===== src/rtl/alu_issue_ctrl.sv =====
// alu_issue_ctrl
//   Sequential command issuer for a combinational 4-operation ALU.
//   One instruction is accepted over a valid/ready handshake.
//   It is decoded and executed in exactly one cycle against an
//   8-entry register file. The result is written back and returned
//   on a valid/ready response channel.
//   One instruction takes 3 cycles when the response side applies
//   no backpressure.
//
// Parameters
//   WIDTH          datapath and register width (must be >= 8)
//
// Ports
//   clk            rising-edge clock
//   rst_n          asynchronous active-low reset
//   i_instr_valid  instruction offered
//   o_instr_ready  issuer idle and able to accept an instruction
//   i_instr        16-bit instruction word
//                  {cmd[15:13], rd[12:10], rs1[9:7], rs2[6:4]}
//                  imm8 occupies [7:0]
//   o_alu_opcode   ALU operation: 00 add, 01 sub, 10 mult, 11 nand
//   o_alu_op1      ALU operand 1
//   o_alu_op2      ALU operand 2
//   i_alu_out      ALU result, combinational from o_alu_*
//   o_rsp_valid    response available
//   i_rsp_ready    response consumer ready
//   o_rsp_data     result value
//   o_rsp_err      illegal instruction flag
module alu_issue_ctrl #(
    parameter int WIDTH = 32
) (
    input  logic             clk,
    input  logic             rst_n,
    input  logic             i_instr_valid,
    output logic             o_instr_ready,
    input  logic [15:0]      i_instr,
    output logic [1:0]       o_alu_opcode,
    output logic [WIDTH-1:0] o_alu_op1,
    output logic [WIDTH-1:0] o_alu_op2,
    input  logic [WIDTH-1:0] i_alu_out,
    output logic             o_rsp_valid,
    input  logic             i_rsp_ready,
    output logic [WIDTH-1:0] o_rsp_data,
    output logic             o_rsp_err
);

    typedef enum logic [1:0] {
        ST_IDLE = 2'b00,
        ST_EXEC = 2'b01,
        ST_RESP = 2'b10
    } state_t;

    localparam logic [2:0] CMD_LOADI = 3'b100;

    state_t           state_r;
    logic [15:0]      instr_r;
    logic [WIDTH-1:0] rf_r [8];
    logic             instr_ready_r;
    logic [1:0]       alu_opcode_r;
    logic [WIDTH-1:0] alu_op1_r;
    logic [WIDTH-1:0] alu_op2_r;
    logic             rsp_valid_r;
    logic [WIDTH-1:0] rsp_data_r;
    logic             rsp_err_r;

    // Field views of the incoming and latched instruction words.
    logic [2:0]       in_cmd_s;
    logic [2:0]       in_rs1_s;
    logic [2:0]       in_rs2_s;
    logic [2:0]       ex_cmd_s;
    logic [2:0]       ex_rd_s;
    logic [WIDTH-1:0] ex_imm_s;

    assign in_cmd_s = i_instr[15:13];
    assign in_rs1_s = i_instr[9:7];
    assign in_rs2_s = i_instr[6:4];
    assign ex_cmd_s = instr_r[15:13];
    assign ex_rd_s  = instr_r[12:10];
    assign ex_imm_s = {{(WIDTH-8){1'b0}}, instr_r[7:0]};

    // r0 is hard-wired to zero on the read side.
    // Writes to it are also suppressed, so it can never hold a non-zero value.
    function automatic logic [WIDTH-1:0] rf_read(input logic [2:0] idx,
                                                 input logic [WIDTH-1:0] val);
        logic [WIDTH-1:0] res;
        if (idx == 3'd0) begin
            res = {WIDTH{1'b0}};
        end else begin
            res = val;
        end
        return res;
    endfunction

    // Issue FSM with register file, ALU drive and response registers.
    // The ALU operands are loaded at the acceptance edge, so they are
    // steady for the whole EXEC cycle and the ALU result settles before
    // the closing edge. Reads use the file contents at acceptance.
    // This is safe because a new instruction is accepted only after the
    // previous writeback.
    always_ff @(posedge clk or negedge rst_n) begin
        if (!rst_n) begin
            state_r       <= ST_IDLE;
            instr_r       <= 16'h0000;
            instr_ready_r <= 1'b1;
            alu_opcode_r  <= 2'b00;
            alu_op1_r     <= {WIDTH{1'b0}};
            alu_op2_r     <= {WIDTH{1'b0}};
            rsp_valid_r   <= 1'b0;
            rsp_data_r    <= {WIDTH{1'b0}};
            rsp_err_r     <= 1'b0;
            for (int i = 0; i < 8; i++) begin
                rf_r[i] <= {WIDTH{1'b0}};
            end
        end else begin
            case (state_r)
                ST_IDLE: begin
                    if (i_instr_valid) begin
                        instr_r       <= i_instr;
                        instr_ready_r <= 1'b0;
                        state_r       <= ST_EXEC;
                        if (in_cmd_s[2] == 1'b0) begin
                            alu_opcode_r <= in_cmd_s[1:0];
                            alu_op1_r    <= rf_read(in_rs1_s, rf_r[in_rs1_s]);
                            alu_op2_r    <= rf_read(in_rs2_s, rf_r[in_rs2_s]);
                        end else begin
                            alu_opcode_r <= 2'b00;
                            alu_op1_r    <= {WIDTH{1'b0}};
                            alu_op2_r    <= {WIDTH{1'b0}};
                        end
                    end else begin
                        state_r <= ST_IDLE;
                    end
                end
                ST_EXEC: begin
                    alu_opcode_r <= 2'b00;
                    alu_op1_r    <= {WIDTH{1'b0}};
                    alu_op2_r    <= {WIDTH{1'b0}};
                    rsp_valid_r  <= 1'b1;
                    state_r      <= ST_RESP;
                    if (ex_cmd_s[2] == 1'b0) begin
                        rsp_data_r <= i_alu_out;
                        rsp_err_r  <= 1'b0;
                        if (ex_rd_s != 3'd0) begin
                            rf_r[ex_rd_s] <= i_alu_out;
                        end
                    end else if (ex_cmd_s == CMD_LOADI) begin
                        rsp_data_r <= ex_imm_s;
                        rsp_err_r  <= 1'b0;
                        if (ex_rd_s != 3'd0) begin
                            rf_r[ex_rd_s] <= ex_imm_s;
                        end
                    end else begin
                        rsp_data_r <= {WIDTH{1'b0}};
                        rsp_err_r  <= 1'b1;
                    end
                end
                ST_RESP: begin
                    if (i_rsp_ready) begin
                        rsp_valid_r   <= 1'b0;
                        instr_ready_r <= 1'b1;
                        state_r       <= ST_IDLE;
                    end else begin
                        state_r <= ST_RESP;
                    end
                end
                default: begin
                    state_r       <= ST_IDLE;
                    instr_ready_r <= 1'b1;
                    rsp_valid_r   <= 1'b0;
                    alu_opcode_r  <= 2'b00;
                    alu_op1_r     <= {WIDTH{1'b0}};
                    alu_op2_r     <= {WIDTH{1'b0}};
                end
            endcase
        end
    end

    assign o_instr_ready = instr_ready_r;
    assign o_alu_opcode  = alu_opcode_r;
    assign o_alu_op1     = alu_op1_r;
    assign o_alu_op2     = alu_op2_r;
    assign o_rsp_valid   = rsp_valid_r;
    assign o_rsp_data    = rsp_data_r;
    assign o_rsp_err     = rsp_err_r;

endmodule


===== config.mk =====
export PLATFORM = sky130hd
export DESIGN_NAME = alu_issue_ctrl
export DESIGN_NICKNAME = d
export VERILOG_FILES = /design/src/rtl/alu_issue_ctrl.sv
export SDC_FILE = /design/constraint.sdc
export NUM_CORES = 1
export LEC_CHECK = 0
export CAP_MARGIN = 20
export CORE_MARGIN = 1.5
export CORE_UTILIZATION = 30
export DETAILED_ROUTE_END_ITERATION = 10
export PLACE_DENSITY = 0.52
export RECOVER_POWER = 25
export SYNTH_ARGS = -nofsm -noshare
export SYNTH_HDL_FRONTEND = slang
export SYNTH_SLANG_ARGS = --single-unit

===== constraint.sdc =====
create_clock -name clk -period 3.9 [get_ports clk]
set_input_delay 0.78 -clock clk [delete_from_list [all_inputs] [get_ports clk]]
set_output_delay 0.78 -clock clk [all_outputs]
set_load 0.05 [all_outputs]

### Word level (Yosys, flattened, before mapping)

Index checks and enable logic that the tools add are counted.

| storage, ports and cells | value |
|---|---|
| register bits | 375 |
| word-level logic and storage cells | 82 |
| output and inout port bits | 101 |

| operators by class | value |
|---|---|
| bitwise logic cells | 6 |
| reductions and logical operators | 11 |
| multiplexer cells | 37 |
| magnitude comparators | 4 |
| equal/unequal tests | 7 |

Operators with widths:

| cell | number |
|---|---|
| $mux W256 | 4 |
| $bwmux W256 | 2 |
| $mux W32 | 12 |
| $bmux W32 S3 | 2 |
| $pmux W32 S2 | 2 |
| $demux W32 S3 | 1 |
| $ge A4 B4 Y1 const B | 3 |
| $not A3 Y4 | 3 |
| $mux W8 | 1 |
| $logic_not A3 Y1 | 2 |
| $mux W1 | 6 |
| $mux W2 | 3 |
| $ne A2 B2 Y1 const B | 3 |
| $pmux W1 S3 | 2 |
| $pmux W2 S3 | 1 |
| $reduce_and A2 Y1 | 3 |
| $lt A4 B1 Y1 const B | 1 |
| $pmux W2 S2 | 1 |
| $reduce_and A4 Y1 | 1 |
| $eq A3 B3 Y1 const B | 1 |
| $not A1 Y1 | 3 |
| $reduce_and A3 Y1 | 1 |
| $reduce_bool A3 Y1 | 1 |
| $eq A2 B1 Y1 const B | 1 |
| other kinds (5) | 5 |

### Depth between registers and ports, before layout

| logic depth | value |
|---|---|
| word-level depth | 9 |
| mapped depth | 7 |
| gate-level depth less buffers | 4 |

### Least setup slack after synthesis

No wires, ideal clock.

| path | value |
|---|---|
| kind | input -> register |
| start point | in i_instr[9] |
| end point | reg alu_op1_r[12], in the netlist o_alu_op1[12] |
| data required time | 3778 ps |
| library setup time | 122 ps |
| data arrival time | 1833 ps |
| cell stages on the path | 5 |
| path slack | 1946 ps |
| path buffers | 2 |
| cells stage by stage | buf_6 > buf_12 > mux2_4 > a221o_1 > a32o_1 |

| on the way | value |
|---|---|
| longest elaborated chain between the ends | 8 |
| elaborated cells on any way between the ends | 9 |
| classes of those cells | mux (7); bitwise (1); reduce/logical (1) |

RTL lines:

| what | line | RTL |
|---|---|---|
| start, declared | 36 | `input logic [15:0] i_instr,` |
| $not A3 Y4 (implied by the code) | 123 | `alu_op1_r <= rf_read(in_rs1_s, rf_r[in_rs1_s]);` |
| $bmux W32 S3 | 123 |  |
| $mux W32 (implied by the code) (2 in series) | 123 |  |
| $mux W32 (*) | 86 | `if (idx == 3'd0) begin` |
| $mux W32 (*) | 121 | `if (in_cmd_s[2] == 1'b0) begin` |
| $mux W32 (*) | 117 | `if (i_instr_valid) begin` |
| $pmux W32 S2 (*) | 115 | `case (state_r)` |
| end signal, assigned | 123 |  |
| end signal, assigned | 127 | `alu_op1_r <= {WIDTH{1'b0}};` |
| end signal, assigned | 136 | `alu_op1_r <= {WIDTH{1'b0}};` |
| end, declared | 60 | `logic [WIDTH-1:0] alu_op1_r;` |

Mark *: on every way between the ends. The rest lies on a longest branch, timed or not. The select of a mux whose other input is x is not followed.
A chain may end at the register's enable or synchronous reset.

==> summary.txt <==
Worst hold path
  • Hold_sp: o_alu_op1[7]
  • Hold Path Depth: 2
  • Hold endpoint: o_alu_op1[7]
  • Hold WC Path Type: flop to flop

Routing
  • WL/cell: 21.41 um
  • Vias per cell: a little over 5
  • Routed wire length: ~50 mm
  • Routed Antenna Nets: 0
  • Post-route DRC violation count: 0
  • Drt pass-1 iters: 5
  • DR iter-0 viols: between 600 and 700
  • Vias: ~12000

Yosys
  • Largest area contributor in the netlist: dfrtp_1
  • Syn Area/Cell: ~11 um2
  • Gate Count Post-Synth: approximately 1500
  • Syn nets: 1588
  • #FFs+latches synth: about 340
  • Post-synth EDFFs: 0
  • Most common cell in the netlist: dfrtp_1
  • Top cell type's share of synthesized area: a little over half
  • Netlist area before placement: ~0.016 mm2
  • Synth warnings: 0
  • Synth cell types: 41
  • Sequential share of the synthesized area: between 50% and 60%
  • Top FF cell, synth: dfrtp_1
  • Area contributors post-synth: dfrtp_1 (53%), o21ai_0 (8.4%), mux2i_1 (8.2%)
  • Async S/R FF share, synth: 100.0%
  • Commonest cells in the netlist: dfrtp_1 (340), nand2_1 (306), o21ai_0 (273)

Critical path
  • CP Class: input pin to async pin
  • Crit path cell chain: clkbuf_2 > clkbuf_1
  • Crit start category: input pin
  • Crit path largest cell delay: 1.32 ns
  • Critical path capture point type: async pin
  • Bufs and invs on worst path: 2
  • Crit path DAT: approximately 3.2 ns
  • Slowest-stage cell, CP: clkbuf_2
  • Critical Path RT: ~4.4 ns
  • CP delay by family, top: buffers and inverters
  • Worst reg-to-reg setup slack: 1.31 ns
  • Critical R2R Launch: state_r[0]
  • RR Endpoint: rf_r[102]
  • Max Fanout on Critical Path: 69
  • FF-to-FF path depth: 5

Cells and area
  • Area delta synth->final: 20.94%
  • ANT cells: 0
  • Final Net Count: about 1700
  • Post-route insts no fill: about 2400
  • Share of layout cells above drive strength 1: 11.73%

Floorplanning
  • Core area: 0.05297 mm2
  • I/O pin count: around 150
  • Die area: roughly 0.055 mm2
  • Starting Density: around 31%
  • # rows: between 80 and 90
  • Die H: 235.4 um
  • Chip width: 235.4 um

Run status
  • Failing checks: max-capacitance violations, max-slew violations
  • Status: complete, but fails checks

Clock tree
  • CTS clock-pin slew for the worst setup and hold paths: approximately 0.060 ns
  • CTS resizes: 0
  • CTS tree: built
  • Later-pin clock latency in the skew report: 0.56 ns
  • Postcts setup bufs: 0
  • # hold bufs at CTS: 0
  • CTS Buf Count: between 40 and 50
  • CTS HTree Levels: 2
  • Clk root buf: clkbuf_16
  • Clock sinks: about 340
  • Max clock buf depth: 3

Run
  • Max_cap viols: 1

STA
  • Fin. Hold Viols: 0
  • Worst Skew: about 0.020 ns
  • Final Setup Violations: 0
  • Final min period: approximately 2.8 ns
  • Fin. max-slew vios: 67
  • Unrepaired setup endpoints after global routing: false
  • Max Fclk: approximately 360 MHz
  • Fin crit share: a little over two thirds
  • Fin Setup TNS: 0 ns
  • Rel. slew slack: -27.45%
  • Worst Max-Slew Pin Slew: approximately 1.9 ns

Place
  • Detail Placement HPWL: 30.30 mm
  • GPL Wtd Cong: around 0.76
  • IO buf count: between 150 and 200
  • Number of instances in the placed design: between 2000 and 2500

Global routing
  • First-pass GRT wire length: roughly 79 mm
  • Number of antenna violations at the first check in global routing: 0
  • Pin count of the biggest net entering global routing: 86
  • Congestion Overflow GR: 0
  • Number of global-route vias before repair: 12600
  • Total track usage: 18.45%

Pwr
  • Leak: slightly below 9 nW
  • Max VDD drop: between 0.0005 and 0.0006 V
  • Power density over the cells: ~830 mW/mm2
-- where the power goes --
group | switching (mW) | internal (mW)
logic | 3.69 | 2.32
registers | 1.23 | 5.16
clock network | 1.53 | 2.33
total | 6.46 | 9.81
-- stage by stage --
step                total power [mW]  utilization (%)  hold WS, ns  setup slack [ns]  instance area, um2
floorplan                      10.35                -       0.4574             1.946               16200
global placement               12.38            34.42       0.4621            0.8823               18240
detailed placement             12.53            34.42       0.4653            0.8550               18240
CTS                            16.45            37.01       0.1961             1.184               19600
global route                   17.37            36.98       0.5077            0.6176               19590
finish                         16.27            36.98       0.4704             1.138               19590
-- cell usage in the layout (no fill, tap or decap), types with 28 or more instances in the layout --
cell type	Yosys	final
buf_4	20	29
mux2_4	29	29
clkbuf_16	0	43
a21oi_1	41	40
mux2i_1	132	132
mux2_2	28	28
o21ai_0	273	273
clkdlybuf4s50_1	0	143
a221oi_1	32	32
nand2_1	306	304
a22o_1	30	30
dfrtp_1	340	339
a211oi_1	36	36
-- sequential cells by signal, summed over array words and instances (netlist names) --
name and cells:
instr_r 14, o_rsp_err 1, o_rsp_valid 1, rf_r 224, state_r 2, o_rsp_data 32, o_alu_op2 32, o_instr_ready 1
o_alu_opcode 2, o_alu_op1 32
-- cell type report --
type / count / area, um2
clock buffer: 64 / 1285
clock inverter: 10 / 82.58
fill: 5302 / 33380
inverter: 2 / 7.507
multi-input combinational: 1062 / 7027
sequential: 341 / 8536
tap: 688 / 860.8
timing repair buffer: 184 / 1790
-- worst max-delay path by stage --
| stage | from | end | cells after the start |
|---|---|---|---|
| finish | rst_n | rf_r[114] | 2 |
| floorplan | i_instr[9] | o_alu_op1[12] | 5 |
| global route | rst_n | rf_r[84] | 2 |
| global placement | i_instr[9] | o_alu_op1[6] | 6 |
| CTS | o_instr_ready | o_instr_ready | 1 |
| detailed placement | i_instr[9] | o_alu_op1[4] | 6 |
-- cells by family (layout without fill, tap and decap cells) --
group | Yosys count | after routing | share of synthesized area (%)
buffers and inverters | 133 | 260 | 4.565
AOI/OAI and AO/OA | 495 | 495 | 19.24
and+or+nand+nor | 374 | 374 | 10.15
muxes | 193 | 193 | 13.35
DFF | 341 | 341 | 52.69
-- layer usage --
layer | GRT usage (%) | routed length [um]
met1 | 25.49 | 23580
met2 | 29.43 | 23010
met3 | 3.623 | 2608
met4 | 5.024 | 1129
met5 | 0 | 0
Power figures use the tool's default switching activity.
